==> config.mk <==
export PLATFORM = sky130hd
export DESIGN_NAME = uop_sequencer
export DESIGN_NICKNAME = d
export VERILOG_FILES = /design/src/rtl/uop_seq_pkg.sv /design/src/rtl/uop_sequencer.sv
export SDC_FILE = /design/constraint.sdc
export NUM_CORES = 1
export LEC_CHECK = 0
export BUFFER_PORTS_ARGS = -buffer_cell sky130_fd_sc_hd__buf_4
export CORE_ASPECT_RATIO = 1.75
export CORE_MARGIN = 5
export CORE_UTILIZATION = 45
export CTS_CLUSTER_DIAMETER = 100
export DETAILED_ROUTE_END_ITERATION = 8
export GPL_TIMING_DRIVEN = 0
export PLACE_DENSITY = 0.81
export SYNTH_ARGS = -nofsm -noshare
export SYNTH_HDL_FRONTEND = slang
export SYNTH_SLANG_ARGS = --single-unit
==> constraint.sdc <==
create_clock -name clk -period 1.65 [get_ports clk]
set_clock_uncertainty 0.05 [all_clocks]
set_input_delay 0 -clock clk [delete_from_list [all_inputs] [get_ports clk]]
set_output_delay 0 -clock clk [all_outputs]
set_load 0.01 [all_outputs]
==> src/rtl/uop_seq_pkg.sv <==
// Shared definitions for the microprogram sequencer and the program ROMs:
// opcode/exec codes, sequencer state encoding and uop field helpers.
package uop_seq_pkg;

    localparam int SEQ_UOP_W    = 20;
    localparam int SEQ_OPCODE_W = 4;
    localparam int SEQ_EXEC_W   = 2;

    localparam logic [SEQ_OPCODE_W-1:0] OPCODE_NOP = 4'h0;
    localparam logic [SEQ_OPCODE_W-1:0] OPCODE_MOV = 4'h1;
    localparam logic [SEQ_OPCODE_W-1:0] OPCODE_ADD = 4'h2;
    localparam logic [SEQ_OPCODE_W-1:0] OPCODE_SUB = 4'h3;
    localparam logic [SEQ_OPCODE_W-1:0] OPCODE_MUL = 4'h4;
    localparam logic [SEQ_OPCODE_W-1:0] OPCODE_SQR = 4'h5;
    localparam logic [SEQ_OPCODE_W-1:0] OPCODE_INV = 4'h6;
    localparam logic [SEQ_OPCODE_W-1:0] OPCODE_RDY = 4'hF;

    // Code 2'b11 is reserved and executes unconditionally.
    localparam logic [SEQ_EXEC_W-1:0] EXEC_ALWAYS = 2'b00;
    localparam logic [SEQ_EXEC_W-1:0] EXEC_IF_SET = 2'b01;
    localparam logic [SEQ_EXEC_W-1:0] EXEC_IF_CLR = 2'b10;

    typedef enum logic [1:0] {
        ST_IDLE  = 2'd0,
        ST_WAIT  = 2'd1,
        ST_ISSUE = 2'd2,
        ST_DONE  = 2'd3
    } seq_state_e;

    function automatic logic [SEQ_OPCODE_W-1:0] uop_opcode(input logic [SEQ_UOP_W-1:0] w);
        return w[SEQ_UOP_W-1 -: SEQ_OPCODE_W];
    endfunction

    function automatic logic [SEQ_EXEC_W-1:0] uop_exec(input logic [SEQ_UOP_W-1:0] w);
        return w[SEQ_EXEC_W-1:0];
    endfunction

endpackage

==> src/rtl/uop_sequencer.sv <==
// Microprogram sequencer: fetches uops from a registered multi-program ROM,
// applies conditional skip and issues executed uops over valid/ready.
module uop_sequencer
    import uop_seq_pkg::*;
#(
    parameter int ADDR_W   = 6,
    parameter int PROG_W   = 2,
    parameter int UOP_W    = 20,
    parameter int OPCODE_W = 4,
    parameter int EXEC_W   = 2
) (
    input  logic                     clk,
    input  logic                     rst,
    input  logic                     start,
    input  logic [PROG_W-1:0]        prog_sel,
    input  logic                     cond_flag,
    output logic [PROG_W+ADDR_W-1:0] rom_addr,
    input  logic [UOP_W-1:0]         rom_data,
    output logic [UOP_W-1:0]         uop,
    output logic                     uop_valid,
    input  logic                     uop_ready,
    output logic                     busy,
    output logic                     done,
    output logic                     err
);

    seq_state_e                state, state_nxt;
    logic [ADDR_W-1:0]         pc, pc_nxt;
    logic                      fetched, fetched_nxt;
    logic [PROG_W+ADDR_W-1:0]  addr_nxt;
    logic [UOP_W-1:0]          uop_nxt;
    logic                      vld_nxt, busy_nxt, done_nxt, err_nxt;

    logic [PROG_W-1:0]   prog;
    logic [ADDR_W-1:0]   pc_inc, pc_inc2;
    logic [OPCODE_W-1:0] opcode;
    logic [EXEC_W-1:0]   exec;
    logic                last_pc, skip;

    assign prog    = rom_addr[PROG_W+ADDR_W-1 -: PROG_W];
    assign pc_inc  = pc + ADDR_W'(1);
    assign pc_inc2 = pc + ADDR_W'(2);
    assign last_pc = (pc == {ADDR_W{1'b1}});
    assign opcode  = rom_data[UOP_W-1 -: OPCODE_W];
    assign exec    = rom_data[EXEC_W-1:0];
    assign skip    = ((exec == EXEC_W'(EXEC_IF_SET)) && !cond_flag) ||
                     ((exec == EXEC_W'(EXEC_IF_CLR)) &&  cond_flag);

    // rom_addr runs one word ahead of pc once the first word is fetched, so
    // rom_data always holds word[pc] when WAIT decodes it.
    always_comb begin
        state_nxt   = state;
        pc_nxt      = pc;
        fetched_nxt = fetched;
        addr_nxt    = rom_addr;
        uop_nxt     = uop;
        vld_nxt     = uop_valid;
        busy_nxt    = busy;
        done_nxt    = 1'b0;
        err_nxt     = err;
        case (state)
            ST_IDLE: begin
                if (start) begin
                    addr_nxt    = {prog_sel, {ADDR_W{1'b0}}};
                    pc_nxt      = '0;
                    fetched_nxt = 1'b0;
                    err_nxt     = 1'b0;
                    busy_nxt    = 1'b1;
                    state_nxt   = ST_WAIT;
                end
            end
            ST_WAIT: begin
                if (!fetched) begin
                    fetched_nxt = 1'b1;
                    addr_nxt    = {prog, pc_inc};
                end else if (opcode == OPCODE_W'(OPCODE_RDY)) begin
                    done_nxt  = 1'b1;
                    busy_nxt  = 1'b0;
                    state_nxt = ST_DONE;
                end else if (skip) begin
                    if (last_pc) begin
                        err_nxt   = 1'b1;
                        done_nxt  = 1'b1;
                        busy_nxt  = 1'b0;
                        state_nxt = ST_DONE;
                    end else begin
                        pc_nxt   = pc_inc;
                        addr_nxt = {prog, pc_inc2};
                    end
                end else begin
                    uop_nxt   = rom_data;
                    vld_nxt   = 1'b1;
                    state_nxt = ST_ISSUE;
                end
            end
            ST_ISSUE: begin
                if (uop_ready) begin
                    vld_nxt = 1'b0;
                    if (last_pc) begin
                        err_nxt   = 1'b1;
                        done_nxt  = 1'b1;
                        busy_nxt  = 1'b0;
                        state_nxt = ST_DONE;
                    end else begin
                        pc_nxt    = pc_inc;
                        addr_nxt  = {prog, pc_inc2};
                        state_nxt = ST_WAIT;
                    end
                end
            end
            ST_DONE: begin
                state_nxt = ST_IDLE;
            end
            default: begin
                state_nxt = ST_IDLE;
            end
        endcase
    end

    always_ff @(posedge clk or posedge rst) begin
        if (rst) begin
            state     <= ST_IDLE;
            pc        <= '0;
            fetched   <= 1'b0;
            rom_addr  <= '0;
            uop       <= '0;
            uop_valid <= 1'b0;
            busy      <= 1'b0;
            done      <= 1'b0;
            err       <= 1'b0;
        end else begin
            state     <= state_nxt;
            pc        <= pc_nxt;
            fetched   <= fetched_nxt;
            rom_addr  <= addr_nxt;
            uop       <= uop_nxt;
            uop_valid <= vld_nxt;
            busy      <= busy_nxt;
            done      <= done_nxt;
            err       <= err_nxt;
        end
    end

endmodule

==> metrics.log <==
[metrics] fin nets: 353
[metrics] multiplexer fraction of the synthesized cell area: 0.1136
[metrics] maximum capacitance violations: 0
[metrics] flop and latch count out of synthesis: 41
[metrics] Hold Path Origin: start
[metrics] post-synthesis adder-cell area fraction: 0.03341
[metrics] net count after synthesis: 230
[metrics] number of placed I/O pins: 59
[metrics] CP delay by family, top: simple AND/OR/NAND/NOR gates
[metrics] mapped cell area: 2247 um2
[metrics] total setup violations reported at the end of the flow: 39
[metrics] Bufs and invs on worst path: 2
[metrics] Global Route met3 Usage: 0.04649
[metrics] global-route wire length before repair: 12180 um
[metrics] number of synthesized flops with an enable pin: 0
[metrics] most instantiated flip-flop cell in the synthesis netlist: dfrtp_1
[metrics] number of vias in the routed layout: 2313
[metrics] Setup WS post-layout: -0.3042 ns
[metrics] Overflow after GRT: 0
[metrics] cell with the largest stage delay on the worst path: dfrtp_2
[metrics] pin slew with the least headroom to its limit: 0.8772 ns
[metrics] Routed WL: 9030 um
[metrics] RSZ-0062 raised after global routing: true
[metrics] Post-Synthesis Mean Instance Area: 11.41 um2
[metrics] cell count after placement: 309
[metrics] launching element of the worst setup path: state[0]$_DFFE_PP0P_
[metrics] Fmax achieved: 0.5117 GHz
[metrics] input/output buffers: 58
[metrics] fraction of the yosys area taken by sequential cells: 0.4566
[metrics] number of global-route vias before repair: 2328
[metrics] warning count from the yosys run: 0
[metrics] global placement routability congestion: 0.8607
[metrics] busiest layer in global routing: met2
[metrics] DP HPWL: 4172 um
[metrics] met2 track demand over resource in global routing: 0.4218
[metrics] worst r2r dst: err$_DFFE_PP0P_
[metrics] Hold Crit Class: in -> reg
[metrics] Crit Path Category: reg -> reg
[metrics] via-per-instance ratio: 6.168
[metrics] met1 routing resource usage after global routing: 0.2741
[metrics] violations in the final reports: setup timing
[metrics] combinational family with the most area after synthesis: compound AO/OA/AOI/OAI gates
[metrics] Die H: 103.5 um
[metrics] number of hold-slack violations in the final timing report: 0
[metrics] number of instances in the synthesized netlist: 197
[metrics] most frequent standard cell in the layout excluding fill and tap cells: buf_4
[metrics] clock-pin transition on the worst setup and hold timing paths: 0.08 ns
[metrics] Initial DRT Pass Iterations: 4
[metrics] floorplan core area: 4935 um2
[metrics] post-detailed-route wirelength per cell: 24.08 um
[metrics] worst-skew pair later-pin latency: 0.30 ns
[metrics] final std cells w/o fill: 375
[metrics] cells on worst reg2reg path: 8
[metrics] Hold EP: fetched$_DFFE_PP0P_
[metrics] number of stages on the worst hold path: 3
[metrics] leak pwr: 1.656 nW
[metrics] Total GRT Usage: 0.2404
[metrics] Iteration-0 DRC Markers: 138
[metrics] CTS root buffer: clkbuf_8
[metrics] Critical Path Start Type: register
[metrics] maximum number of pins on one net before global-route repair: 42
[metrics] width of the die: 63.42 um
[metrics] total die area: 6563 um2
[metrics] Post-DRT Antenna Nets: 0
[metrics] minimum setup slack among reg-to-reg paths: -0.30 ns
[metrics] share of cells above drive strength 1: 0.5514
[metrics] unique cell type count in the Yosys netlist: 57
[metrics] async set-or-reset flop fraction in the synthesized netlist: 1.000
[metrics] Period minus WS final: 1.954 ns
[metrics] maximum buffer depth of the clock tree: 2
[metrics] Sum Neg Setup Slack: -7.333 ns
[metrics] Pwr per Cell Area: 1986 nW/um2
[metrics] final-report max-slew violation count: 0
[metrics] Worst Path Required: 1.81 ns
[metrics] Max transition margin: 0.4143
[metrics] H-Tree Depth: 2
[metrics] CTS sink count: 41
[metrics] area growth from synthesis to layout: 64.70%
[metrics] Filler Cell Count: 272
[metrics] final worst-path cycle share: 1.184
[metrics] kind of end point of the critical path: register
[metrics] run status: complete, but fails checks
[metrics] maximum cell stage delay along the critical path: 0.45 ns
[metrics] final worst hold slack: 0.07218 ns
[metrics] Place WS: -0.4109 ns
[metrics] Cell Chain, Critical Path: inv_4 -> ha_4 -> nor2b_4 -> or3_4 -> a21oi_4 -> buf_12 -> a21oi_2 -> a21oi_1
[metrics] synthesized-area fraction occupied by ao, oa, aoi and oai cells: 0.1965
[metrics] commonest cells after routing, fill and taps aside: buf_4 (85), dfrtp_1 (37), dlygate4sd3_1 (24)
[metrics] Max VDD drop: 1.503 mV
[metrics] worst-path fanout max: 5
[metrics] starting utilization of the core area: 0.4554
[metrics] TritonCTS clock tree: built
[metrics] worst path arrival time: 2.11 ns
[metrics] r2r startpoint: state[0]$_DFFE_PP0P_
[metrics] antenna cells: 0
[metrics] Post-Synth Simple-Gate Area: 0.1314
[metrics] DRC violation count after routing: 0
[metrics] xor/xnor cell area share of the yosys netlist: 0.02339
[metrics] antenna violations before repair: 0
[metrics] Row Count: 34
[metrics] CTS buffer count: 5
## where the power goes
group / switching [W] / internal, W
registers: 0.000387 / 0.00144
logic: 0.00224 / 0.00229
clock network: 0.000389 / 0.000610
## worst max path at each step
stage	endpoint	cells past startpoint
CTS	pc[5]$_DFFE_PP0P_	7
finish	err$_DFFE_PP0P_	8
global route	state[0]$_DFFE_PP0P_	8
detailed placement	busy$_DFFE_PP0P_	7
floorplan	pc[1]$_DFFE_PP0P_	7
global placement	busy$_DFFE_PP0P_	7
## per-stage QoR
stage / cell area [um2] / power [W] / utilization
after floorplan: 2276 / 0.003620 / -
after detailed placement: 2779 / 0.004710 / 0.5631
after global routing: 3701 / 0.007687 / 0.7500
after CTS: 3463 / 0.006454 / 0.7018
after global placement: 2779 / 0.004620 / 0.5631
final: 3701 / 0.007352 / 0.7500
## flip-flops by register name, summed over array words and instances (netlist names)
name and count:
uop 20, rom_addr 8, pc 6, state 2, busy 1, done 1, err 1, fetched 1
uop_valid 1
## repair_timing
item,in CTS,in global routing
gates cloned,1,2
buffers inserted,17,15
resized for setup,36,21
hold buffers,24,0
endpoints found under the hold margin,64,0
pin swaps,12,19
endpoints found under the setup margin,39,39
## final cells by class
| type | count | area [um2] | share of cell area |
|---|---|---|---|
| Tap cell | 54 | 67.56 | 0.01826 |
| Clock buffer | 5 | 68.82 | 0.01859 |
| Timing Repair Buffer | 117 | 1003 | 0.2711 |
| Multi-Input combinational cell | 142 | 1348 | 0.3641 |
| Clock inverter | 3 | 68.82 | 0.01859 |
| Inverter | 7 | 31.28 | 0.008452 |
| Buffer | 6 | 82.58 | 0.02231 |
| Sequential cell | 41 | 1031 | 0.2786 |
## routing by layer
metal / share of wire / wire (um) / vias to the layer above
met5: 0 / 0 / -
met3: 0.062 / 557 / 52
met1: 0.36 / 3279 / 1149
met4: 0.066 / 596 / 0
met2: 0.51 / 4597 / 135
li1: - / - / 977
## synthesized netlist by cell type (3+ instances only)
cell type  instances  area, um2
a21oi_1           13      65.06
a22o_1             4      35.03
a31oi_1            4      25.02
clkbuf_8           4      55.05
dfrtp_1           41       1026
ha_1               6      75.07
inv_1              7      26.28
mux2_2            20      225.2
mux2i_1            3      30.03
nand2_1           10      37.54
nand3_1            5      25.02
nor2_1             7      26.28
nor2b_1            5      31.28
o21ai_0            7      35.03
o22ai_1            4      25.02
o2bb2ai_1          3      26.28
xnor2_1            3      26.28
xor2_1             3      26.28
## tightest hold or removal path, delay by kind of cell
family	cells	cell delay [ns]
AO/OA/AOI/OAI	1	0.14
buffers and inverters	1	0.13
AND/OR/NAND/NOR	1	0.12
## logic make-up (layout without fill, tap and decap cells)
family | after synthesis | count (layout)
AOI/OAI and AO/OA | 59 | 59
xor gates and xnor gates | 6 | 6
adders and majority gates | 6 | 6
DFF | 41 | 41
muxes | 23 | 23
buffers and inverters | 14 | 138
and+or+nand+nor | 48 | 48
Power figures use the tool's default switching activity.
